## src/rtl/inverter_pipe.sv

```systemverilog
// Pipelined configurable inverter for a valid/ready data stream.
// Ports:
//   clk, rst_n            - clock, asynchronous active-low reset
//   cfg_load/mode/mask    - configuration strobe, mode (00 pass, 01 all,
//                           10 masked, 11 alternate) and per-bit mask
//   cnt_clr               - synchronous clear of inv_count
//   in_data/valid/ready   - upstream stream (in_ready is combinational)
//   out_data/valid/ready  - downstream stream (registered)
//   inv_count             - saturating count of delivered inverted beats
module inverter_pipe #(
    parameter int unsigned DATA_WIDTH  = 32,
    parameter int unsigned PIPE_STAGES = 2,
    parameter int unsigned CNT_WIDTH   = 16
) (
    input  logic                  clk,
    input  logic                  rst_n,
    input  logic                  cfg_load,
    input  logic [1:0]            cfg_mode,
    input  logic [DATA_WIDTH-1:0] cfg_mask,
    input  logic                  cnt_clr,
    input  logic [DATA_WIDTH-1:0] in_data,
    input  logic                  in_valid,
    output logic                  in_ready,
    output logic [DATA_WIDTH-1:0] out_data,
    output logic                  out_valid,
    input  logic                  out_ready,
    output logic [CNT_WIDTH-1:0]  inv_count
);

    localparam int unsigned LAST = PIPE_STAGES - 1;

    // Reject unsupported pipeline depths at elaboration.
    generate
        if (PIPE_STAGES < 1 || PIPE_STAGES > 4) begin : g_bad_stages
            $error("inverter_pipe: PIPE_STAGES must be in 1..4");
        end
    endgenerate

    logic [1:0]            mode_q;
    logic [DATA_WIDTH-1:0] mask_q;
    logic                  toggle_q;

    logic [DATA_WIDTH-1:0] data_q [PIPE_STAGES];
    logic [PIPE_STAGES-1:0] valid_q;
    logic [PIPE_STAGES-1:0] inv_q;

    logic [CNT_WIDTH-1:0]  cnt_q;

    logic                  advance;
    logic                  accept;
    logic                  inv_hs;
    logic [DATA_WIDTH-1:0] eff_mask;

    // Whole pipeline moves together; it stalls only when the output is held.
    assign advance  = ~valid_q[LAST] | out_ready;
    assign in_ready = advance;
    assign accept   = in_valid & advance;

    assign out_data  = data_q[LAST];
    assign out_valid = valid_q[LAST];
    assign inv_count = cnt_q;

    assign inv_hs = valid_q[LAST] & out_ready & inv_q[LAST];

    // Mask applied to the beat being accepted, from the active configuration.
    always_comb begin
        eff_mask = '0;
        case (mode_q)
            2'b00:   eff_mask = '0;
            2'b01:   eff_mask = '1;
            2'b10:   eff_mask = mask_q;
            default: eff_mask = toggle_q ? '1 : '0;
        endcase
    end

    // Active configuration and alternate-mode toggle; a load wins over a toggle.
    always_ff @(posedge clk or negedge rst_n) begin
        if (!rst_n) begin
            mode_q   <= 2'b00;
            mask_q   <= '0;
            toggle_q <= 1'b0;
        end else if (cfg_load) begin
            mode_q   <= cfg_mode;
            mask_q   <= cfg_mask;
            toggle_q <= 1'b0;
        end else if (accept && mode_q == 2'b11) begin
            toggle_q <= ~toggle_q;
        end
    end

    // Shift register of beats with their valid and inverted flags.
    always_ff @(posedge clk or negedge rst_n) begin
        if (!rst_n) begin
            for (int i = 0; i < int'(PIPE_STAGES); i++) begin
                data_q[i] <= '0;
            end
            valid_q <= '0;
            inv_q   <= '0;
        end else if (advance) begin
            data_q[0]  <= in_data ^ eff_mask;
            valid_q[0] <= in_valid;
            inv_q[0]   <= |eff_mask;
            for (int i = 1; i < int'(PIPE_STAGES); i++) begin
                data_q[i]  <= data_q[i-1];
                valid_q[i] <= valid_q[i-1];
                inv_q[i]   <= inv_q[i-1];
            end
        end
    end

    // Saturating count of delivered inverted beats; clear has priority.
    always_ff @(posedge clk or negedge rst_n) begin
        if (!rst_n) begin
            cnt_q <= '0;
        end else if (cnt_clr) begin
            cnt_q <= '0;
        end else if (inv_hs && cnt_q != {CNT_WIDTH{1'b1}}) begin
            cnt_q <= cnt_q + CNT_WIDTH'(1);
        end
    end

endmodule

```

## config.mk

```make
export PLATFORM = sky130hd
export DESIGN_NAME = inverter_pipe
export DESIGN_NICKNAME = d
export VERILOG_FILES = /design/src/rtl/inverter_pipe.sv
export SDC_FILE = /design/constraint.sdc
export NUM_CORES = 1
export LEC_CHECK = 0
export CAP_MARGIN = 20
export CORE_MARGIN = 1.5
export CORE_UTILIZATION = 51
export CTS_CLUSTER_DIAMETER = 60
export DETAILED_ROUTE_END_ITERATION = 6
export PLACE_DENSITY_LB_ADDON = 0.05
export SLEW_MARGIN = 5
export SYNTH_ARGS = -nofsm -noshare
export SYNTH_HDL_FRONTEND = slang
export SYNTH_SLANG_ARGS = --single-unit
```

## constraint.sdc

```tcl
create_clock -name clk -period 2.33 [get_ports clk]
set_input_delay 0.699 -clock clk [delete_from_list [all_inputs] [get_ports clk]]
set_output_delay 0.699 -clock clk [all_outputs]
set_load 0.01 [all_outputs]
```

After elaboration in Yosys (flattened, before gate mapping). Index checks and enable logic that the tools add are counted.

Logic and storage cells: 32. Input port bits: 72. Output and inout bits: 50. Flip-flop bits (word level): 119.

Muxes and demuxes: 6. Bitwise gates (word level): 7. $add $sub $neg: 1. Equality and inequality tests: 4. Reduce and logical (&&, ||, !) cells: 6.

Operators by type and width (number): case mux 32 bit (3 select lines) (1); two-way mux 16 bit (2); two-way mux 32 bit (1); OR reduction 32 bit (1); XOR 32 bit (1); adder 16 x 1 -> 16 bit, second input constant (1); inequality test 16 bit, second input constant (1); == test 2 bit, second input constant (2); nonzero test 2 bit (2); AND 1 bit (3); == test 2 x 1 -> 1 bit, second input constant (1); logical AND 1 bit (2); zero test 2 bit (1); two-way mux 1 bit (2); NOT 1 bit (2); bitwise OR 1 bit (1).

Longest topological paths before layout. Gate-level depths: netlist (run 1).

Word-level depth: 6. Mapped depth: 7. Mapped depth without buffers: 5.

Worst setup path before layout (run 1). Ideal clock, no wire load.

Path kind: input to output. From: input out_ready. To: output in_ready. Stages on the path: 4. Data required time: 1.631 ns. Arrival time: 1.310 ns. Setup slack: 0.321 ns. Path buffers: 2. Cell sequence: nor2b_1 -> clkbuf_1 -> inv_1 -> clkbuf_1.

Word-level cells in the longest chain between the ends: 1.

Ends and longest elaborated chain: start, declared (RTL line 26) `input logic out_ready,`; bitwise OR 1 bit (RTL line 55) `assign advance = ~valid_q[LAST] | out_ready;`; end, declared (RTL line 23) `output logic in_ready,`.

No other way between the ends.

Final worst setup path (run 1).
From: register cnt_q[3] (netlist: inv_count[3]). To: output inv_count[3].

RTL lines: start, declared (RTL line 47) `logic [CNT_WIDTH-1:0] cnt_q;`; start signal, assigned (RTL line 118) `cnt_q <= cnt_q + CNT_WIDTH'(1);`; end, declared (RTL line 27) `output logic [CNT_WIDTH-1:0] inv_count`.

No word-level cell between the ends.

==> impl_metrics.tcl, run 1 <==
set metrics [dict create \
    slew_headroom_pct 44.0 \
    setup_viol 0 \
    fp.dieArea_um2 11800 \
    fin_crit_sh_pct 97.7 \
    synth.largest_area_cell "dfrtp_1" \
    grt_pass1_wl_mm 21.0 \
    syn_avg_cell_area_um2 10.1 \
    fin_nets 731 \
    top_layer "met4" \
    io_pins 122 \
    num_rows 38 \
    ys.warnings.count 0 \
    maxCapViolations 0 \
    cts_tree "built" \
    wl_met2_mm 5.85 \
    portBuffers 121 \
    multiInputGateArea_um2 2330 \
    ys_ff_latch 119 \
    ir_worst_vdd_mv 0.504 \
    initialDrtViolationCount 227 \
    hold_path.class "in -> async" \
    drtPass1Iterations 4 \
    worstMarginPinSlew_ns 0.841 \
    cp_num_buf_inv 1 \
    layout-drive-gt1-share_pct 15.2 \
    power_mw 6.47 \
    route.detailed.drc 0 \
    fp.coreArea_um2 10900 \
    p_leak_nw 3.21 \
    ys.flop_type "dfrtp_1" \
    min_period_ns 2.28 \
    syn_area_um2 5700 \
    finalWirelength_mm 12.5 \
    required_ns 1.63 \
    clock-sinks 119 \
    vias 4314 \
    gp_congestion 0.890 \
    status "finished, final reports clean" \
    synthTopCellsByArea "dfrtp_1 52%, nand2_1 9.2%, mux2_2 7.1%, xor2_1 5.1%, a22oi_1 4.2%" \
    routed-wl-met3_um 714 \
    via_per_inst 5.32 \
    critPathMaxFanout 8 \
    root_buffer "clkbuf_8" \
    hold_violations 0 \
    async_reset_ff_share_pct 100 \
    wl_met1_mm 5.79 \
    worstSetupPathType "reg -> out" \
    setup.worst_path.end_class "primary output" \
    syn_to_final_growth_pct 30.8 \
    synthDistinctLibCells 45 \
    crit_arrival_ns 1.58 \
    path_clk_slew_ns 0.06 \
    grt_max_degree 99 \
    rsz0062_at_grt "false" \
    grt_use_total_pct 23.3 \
    regArea_um2 2980 \
    power.density_nw_per_um2 867 \
    fmax_mhz 439 \
    die_h_um 109 \
    cts_max_path_buffers 2 \
    num-fill-cells 877 \
    slowest_delay_ns 0.59 \
    synth_edf_count 0 \
    diodes 0 \
    grt_antenna_before_repair 0 \
    worstPathCellList "clkdlybuf4s50_1" \
    final_antenna_net_count 0 \
    h-tree-depth 4 \
    cp_slowest_cell "clkdlybuf4s50_1" \
    hpwl_mm 8.82 \
    wire_per_inst_um 15.5 \
    first_global_vias 4321 \
    synth.top_cell.area_share_pct 52.3 \
    grt-ovfl-total 0 \
    start_kind "register" \
    final_max_slew_viol_count 0 \
    yosysSeqAreaShare_pct 52.3 \
    start_util_pct 52.3 \
    synth.net_count 640 \
    numCtsBuffers 17 \
    postCtsSetupBuffers 0 \
    clk_latency_ns 0.51 \
    fp.dieW_um 109 \
    finClkSkew_ns 0.00510 \
    synth_cells 567 \
    crit_family "buffers and inverters" \
    timing.hold.ws_ns 0.174 \
]
-- Yosys cell counts, types with 3 or more instances --
cell / n
a21oi_1: 10
nor3_1: 7
nand2_1: 140
and4_1: 3
a22oi_1: 32
nor4_1: 10
nand3_1: 8
xor2_1: 33
nand2b_1: 4
mux2_2: 36
nor2_1: 8
inv_1: 3
a31oi_1: 6
nor2b_1: 5
o21ai_0: 37
buf_4: 32
or4_1: 4
nand4_1: 10
dfrtp_1: 119
clkbuf_1: 32
-- worst paths after layout --
| kind | end | cells after the start | slack, ns | from |
|---|---|---|---|---|
| setup / recovery | inv_count[3] | 1 | 0.05 | inv_count[3] |
| hold / removal | inv_count[1] | 2 | 0.17 | rst_n |
| setup reg to reg | inv_count[14] | 5 | 0.37 | inv_count[1] |
| hold reg to reg | out_data[30] | 2 | 0.46 | out_data[30] |
| max in group asynchronous | out_data[10] | 2 | 1.83 | rst_n |
| min in group clk | out_data[30] | 2 | 0.46 | out_data[30] |
-- repair_timing --
item / in CTS / in global routing
setup endpoints to repair: 2 / 3
hold buffers: 0 / 0
resized for setup: 3 / 3
-- worst register-to-register path: stages, from the launching register on --
cell,delay (ns)
dfrtp_2,0.44
ha_1,0.30
nand4_1,0.29
nor3_2,0.35
nand4_1,0.16
mux2_2,0.29
-- logic make-up (layout without fill, tap and decap cells) --
family	count (synthesis)	in the layout	synth area share, %
adders and majority gates	1	1	0.220
buffers and inverters	71	175	7.11
and+or+nand+nor	212	212	17.8
DFF	119	119	52.3
AOI/OAI and AO/OA	94	94	10.3
xor gates and xnor gates	33	33	5.07
muxes	37	37	7.29
-- cells in the final DEF, fill, tap and decap left out, types with 3 or more instances in the layout --
cell type	netlist	final
nand2_1	140	140
clkdlybuf4s50_1	0	118
dfrtp_1	119	115
o21ai_0	37	37
mux2_2	36	36
xor2_1	33	33
a22oi_1	32	32
buf_4	32	17
clkbuf_16	0	16
nor4_1	10	10
nand4_1	10	10
a21oi_1	10	10
nor2_1	8	8
nand3_1	8	8
nor3_1	7	7
a31oi_1	6	6
clkinv_2	0	6
clkbuf_8	0	5
nand2b_1	4	4
or4_1	4	4
dfrtp_2	0	4
inv_1	3	3
nor2b_1	5	3
and4_1	3	3
buf_12	0	3
-- through the flow --
stage	setup WS, ns	util (%)	instance area (um2)	TNS [ns]	std cells
3_5_place_dp	-0.319	63.2	6880	-2.53	779
3_3_place_gp	-0.321	63.2	6880	-1.91	779
2_1_floorplan	0.321	-	5700	0	567
5_1_grt	0.00720	68.5	7460	0	811
6_report	0.0536	68.5	7460	0	811
4_1_cts	0.0104	68.4	7450	0	811
-- per-layer routing --
layer / vias to the layer above / GRT usage (%)
met1: 2045 / 32.4
met2: 136 / 35.8
met5: - / 0
li1: 2116 / -
met3: 17 / 5.74
met4: 0 / 8.08
-- power breakdown --
group | switching, mW | internal, mW | leakage, nW
logic | 0.607 | 0.680 | 1.48
clock network | 0.870 | 1.62 | 0.287
registers | 0.247 | 2.44 | 1.45
-- sequential cells by signal, summed over array words and instances (netlist names) --
| register | flops |
|---|---|
| data_q | 32 |
| mask_q | 32 |
| out_data | 32 |
| inv_count | 16 |
| inv_q | 2 |
| mode_q | 2 |
| valid_q | 2 |
| toggle_q | 1 |
-- area by class of cell --
class	instances	share of cell area (%)
Timing Repair Buffer	140	18.6
Tap cell	140	2.35
Clock buffer	23	6.39
Inverter	3	0.151
Clock inverter	9	1.31
Sequential cell	119	40.0
Multi-Input combinational cell	377	31.2
Power figures use the tool's default switching activity.
==> inputs of run 2 (changes only) <==
- SETUP_SLACK_MARGIN: default -> 0.2
==> impl_metrics.tcl, run 2 (synthesized netlist as in run 1, its figures left out) <==
set metrics [dict create \
    status "finished, final reports clean" \
    finClkSkew_ns 0.00499 \
    r2r-start "inv_count[1]" \
    grt_max_degree 99 \
    root_buffer "clkbuf_8" \
    preCtsSetupSlack_ns -0.319 \
    p_leak_nw 3.56 \
    finalSetupTns_ns 0 \
    placed_cells 779 \
    fp.dieW_um 109 \
    die_h_um 109 \
    setup_viol 0 \
    vias 4324 \
    layout-drive-gt1-share_pct 16.9 \
    worst_slack_ns 0.220 \
    wire_per_inst_um 15.5 \
    ir_worst_vdd_mv 0.503 \
    fin_crit_sh_pct 90.6 \
    rsz0062_at_grt "true" \
    gp_congestion 0.890 \
    final_antenna_net_count 0 \
    cts_max_path_buffers 2 \
    route.detailed.drc 0 \
    required_ns 1.63 \
    final_max_slew_viol_count 0 \
    syn_to_final_growth_pct 31.9 \
    path_clk_slew_ns 0.06 \
    fp.dieArea_um2 11800 \
    finalWirelength_mm 12.6 \
    numCtsBuffers 17 \
    num-fill-cells 846 \
    fp.coreArea_um2 10900 \
    critPathMaxFanout 4 \
    layout_common_cells "140 x nand2_1, 108 x dfrtp_1, 71 x clkdlybuf4s50_1" \
    hold_violations 0 \
    clk_latency_ns 0.52 \
    fin_cells 816 \
    initialDrtViolationCount 238 \
    min_period_ns 2.11 \
    start_util_pct 52.3 \
    hold_path.class "in -> async" \
    setup.worst_path.end_class "primary output" \
    io_pins 122 \
    power.density_nw_per_um2 851 \
    diodes 0 \
    clock-sinks 119 \
    final_common_cell "nand2_1" \
    grt_use_total_pct 23.5 \
    grt-ovfl-total 0 \
    hpwl_mm 8.82 \
    portBuffers 121 \
    grt_antenna_before_repair 0 \
    worstMarginPinSlew_ns 0.835 \
    via_per_inst 5.30 \
    grt_pass1_wl_mm 21.1 \
    cts_tree "built" \
    fmax_mhz 474 \
    drtPass1Iterations 4 \
    fin_nets 736 \
    num_rows 38 \
    first_global_vias 4341 \
    start_kind "register" \
    cts_hold_buf 0 \
    h-tree-depth 4 \
    worstSetupPathType "reg -> out" \
    slew_headroom_pct 44.3 \
    crit_arrival_ns 1.41 \
    cp-startpoint "valid_q[1]" \
    maxCapViolations 0 \
]
-- run 2: power breakdown --
part	internal (mW)	switching (mW)
clock network	1.62	0.873
registers	2.44	0.235
logic	0.609	0.615
total	4.67	1.72
-- run 2: final cells by class --
type	count	area [um2]	share of cell area, %
timing repair buffer	145	1440	19.1
multi-input combinational	377	2330	30.9
tap	140	175	2.33
clock buffer	23	477	6.34
clock inverter	9	97.6	1.30
inverter	3	11.3	0.150
sequential	119	2990	39.8
-- run 2: critical path, cell delays in order, from the launching register on --
cell and delay, ns:
dfrtp_1 0.42, nor2b_4 0.14, inv_1 0.09, clkdlybuf4s15_1 0.24
-- run 2: layer usage --
| metal | vias up | track usage [%] | share of wire (%) |
|---|---|---|---|
| li1 | 2131 | - | - |
| met5 | - | 0 | 0 |
| met3 | 19 | 5.74 | 5.8 |
| met2 | 128 | 36.3 | 47 |
| met4 | 0 | 8.08 | 1.6 |
| met1 | 2046 | 32.4 | 46 |
-- run 2: repair_timing --
item,4_1_cts,5_1_grt
buffers inserted,5,0
endpoints found under the setup margin,32,20
resized for setup,41,20
-- run 2: through the flow --
stage / instance area (um2) / power, mW / hold slack [ns] / utilization (%)
2_1_floorplan: 5700 / 3.51 / 0.403 / -
3_3_place_gp: 6880 / 3.96 / 0.447 / 63.2
3_5_place_dp: 6880 / 4.02 / 0.457 / 63.2
4_1_cts: 7470 / 6.47 / 0.182 / 68.6
5_1_grt: 7520 / 6.73 / 0.192 / 69.0
6_report: 7520 / 6.39 / 0.162 / 69.0
-- run 2: path summary, 6_finish.rpt --
path                       cells past startpoint  slack (ns)       endpoint
min in group clk                               2        0.46    out_data[5]
max reg2reg                                    6        0.34  inv_count[14]
min                                            2        0.16   inv_count[1]
max                                            3        0.22       in_ready
min reg2reg                                    2        0.46    out_data[5]
max in group asynchronous                      2        1.84    out_data[9]
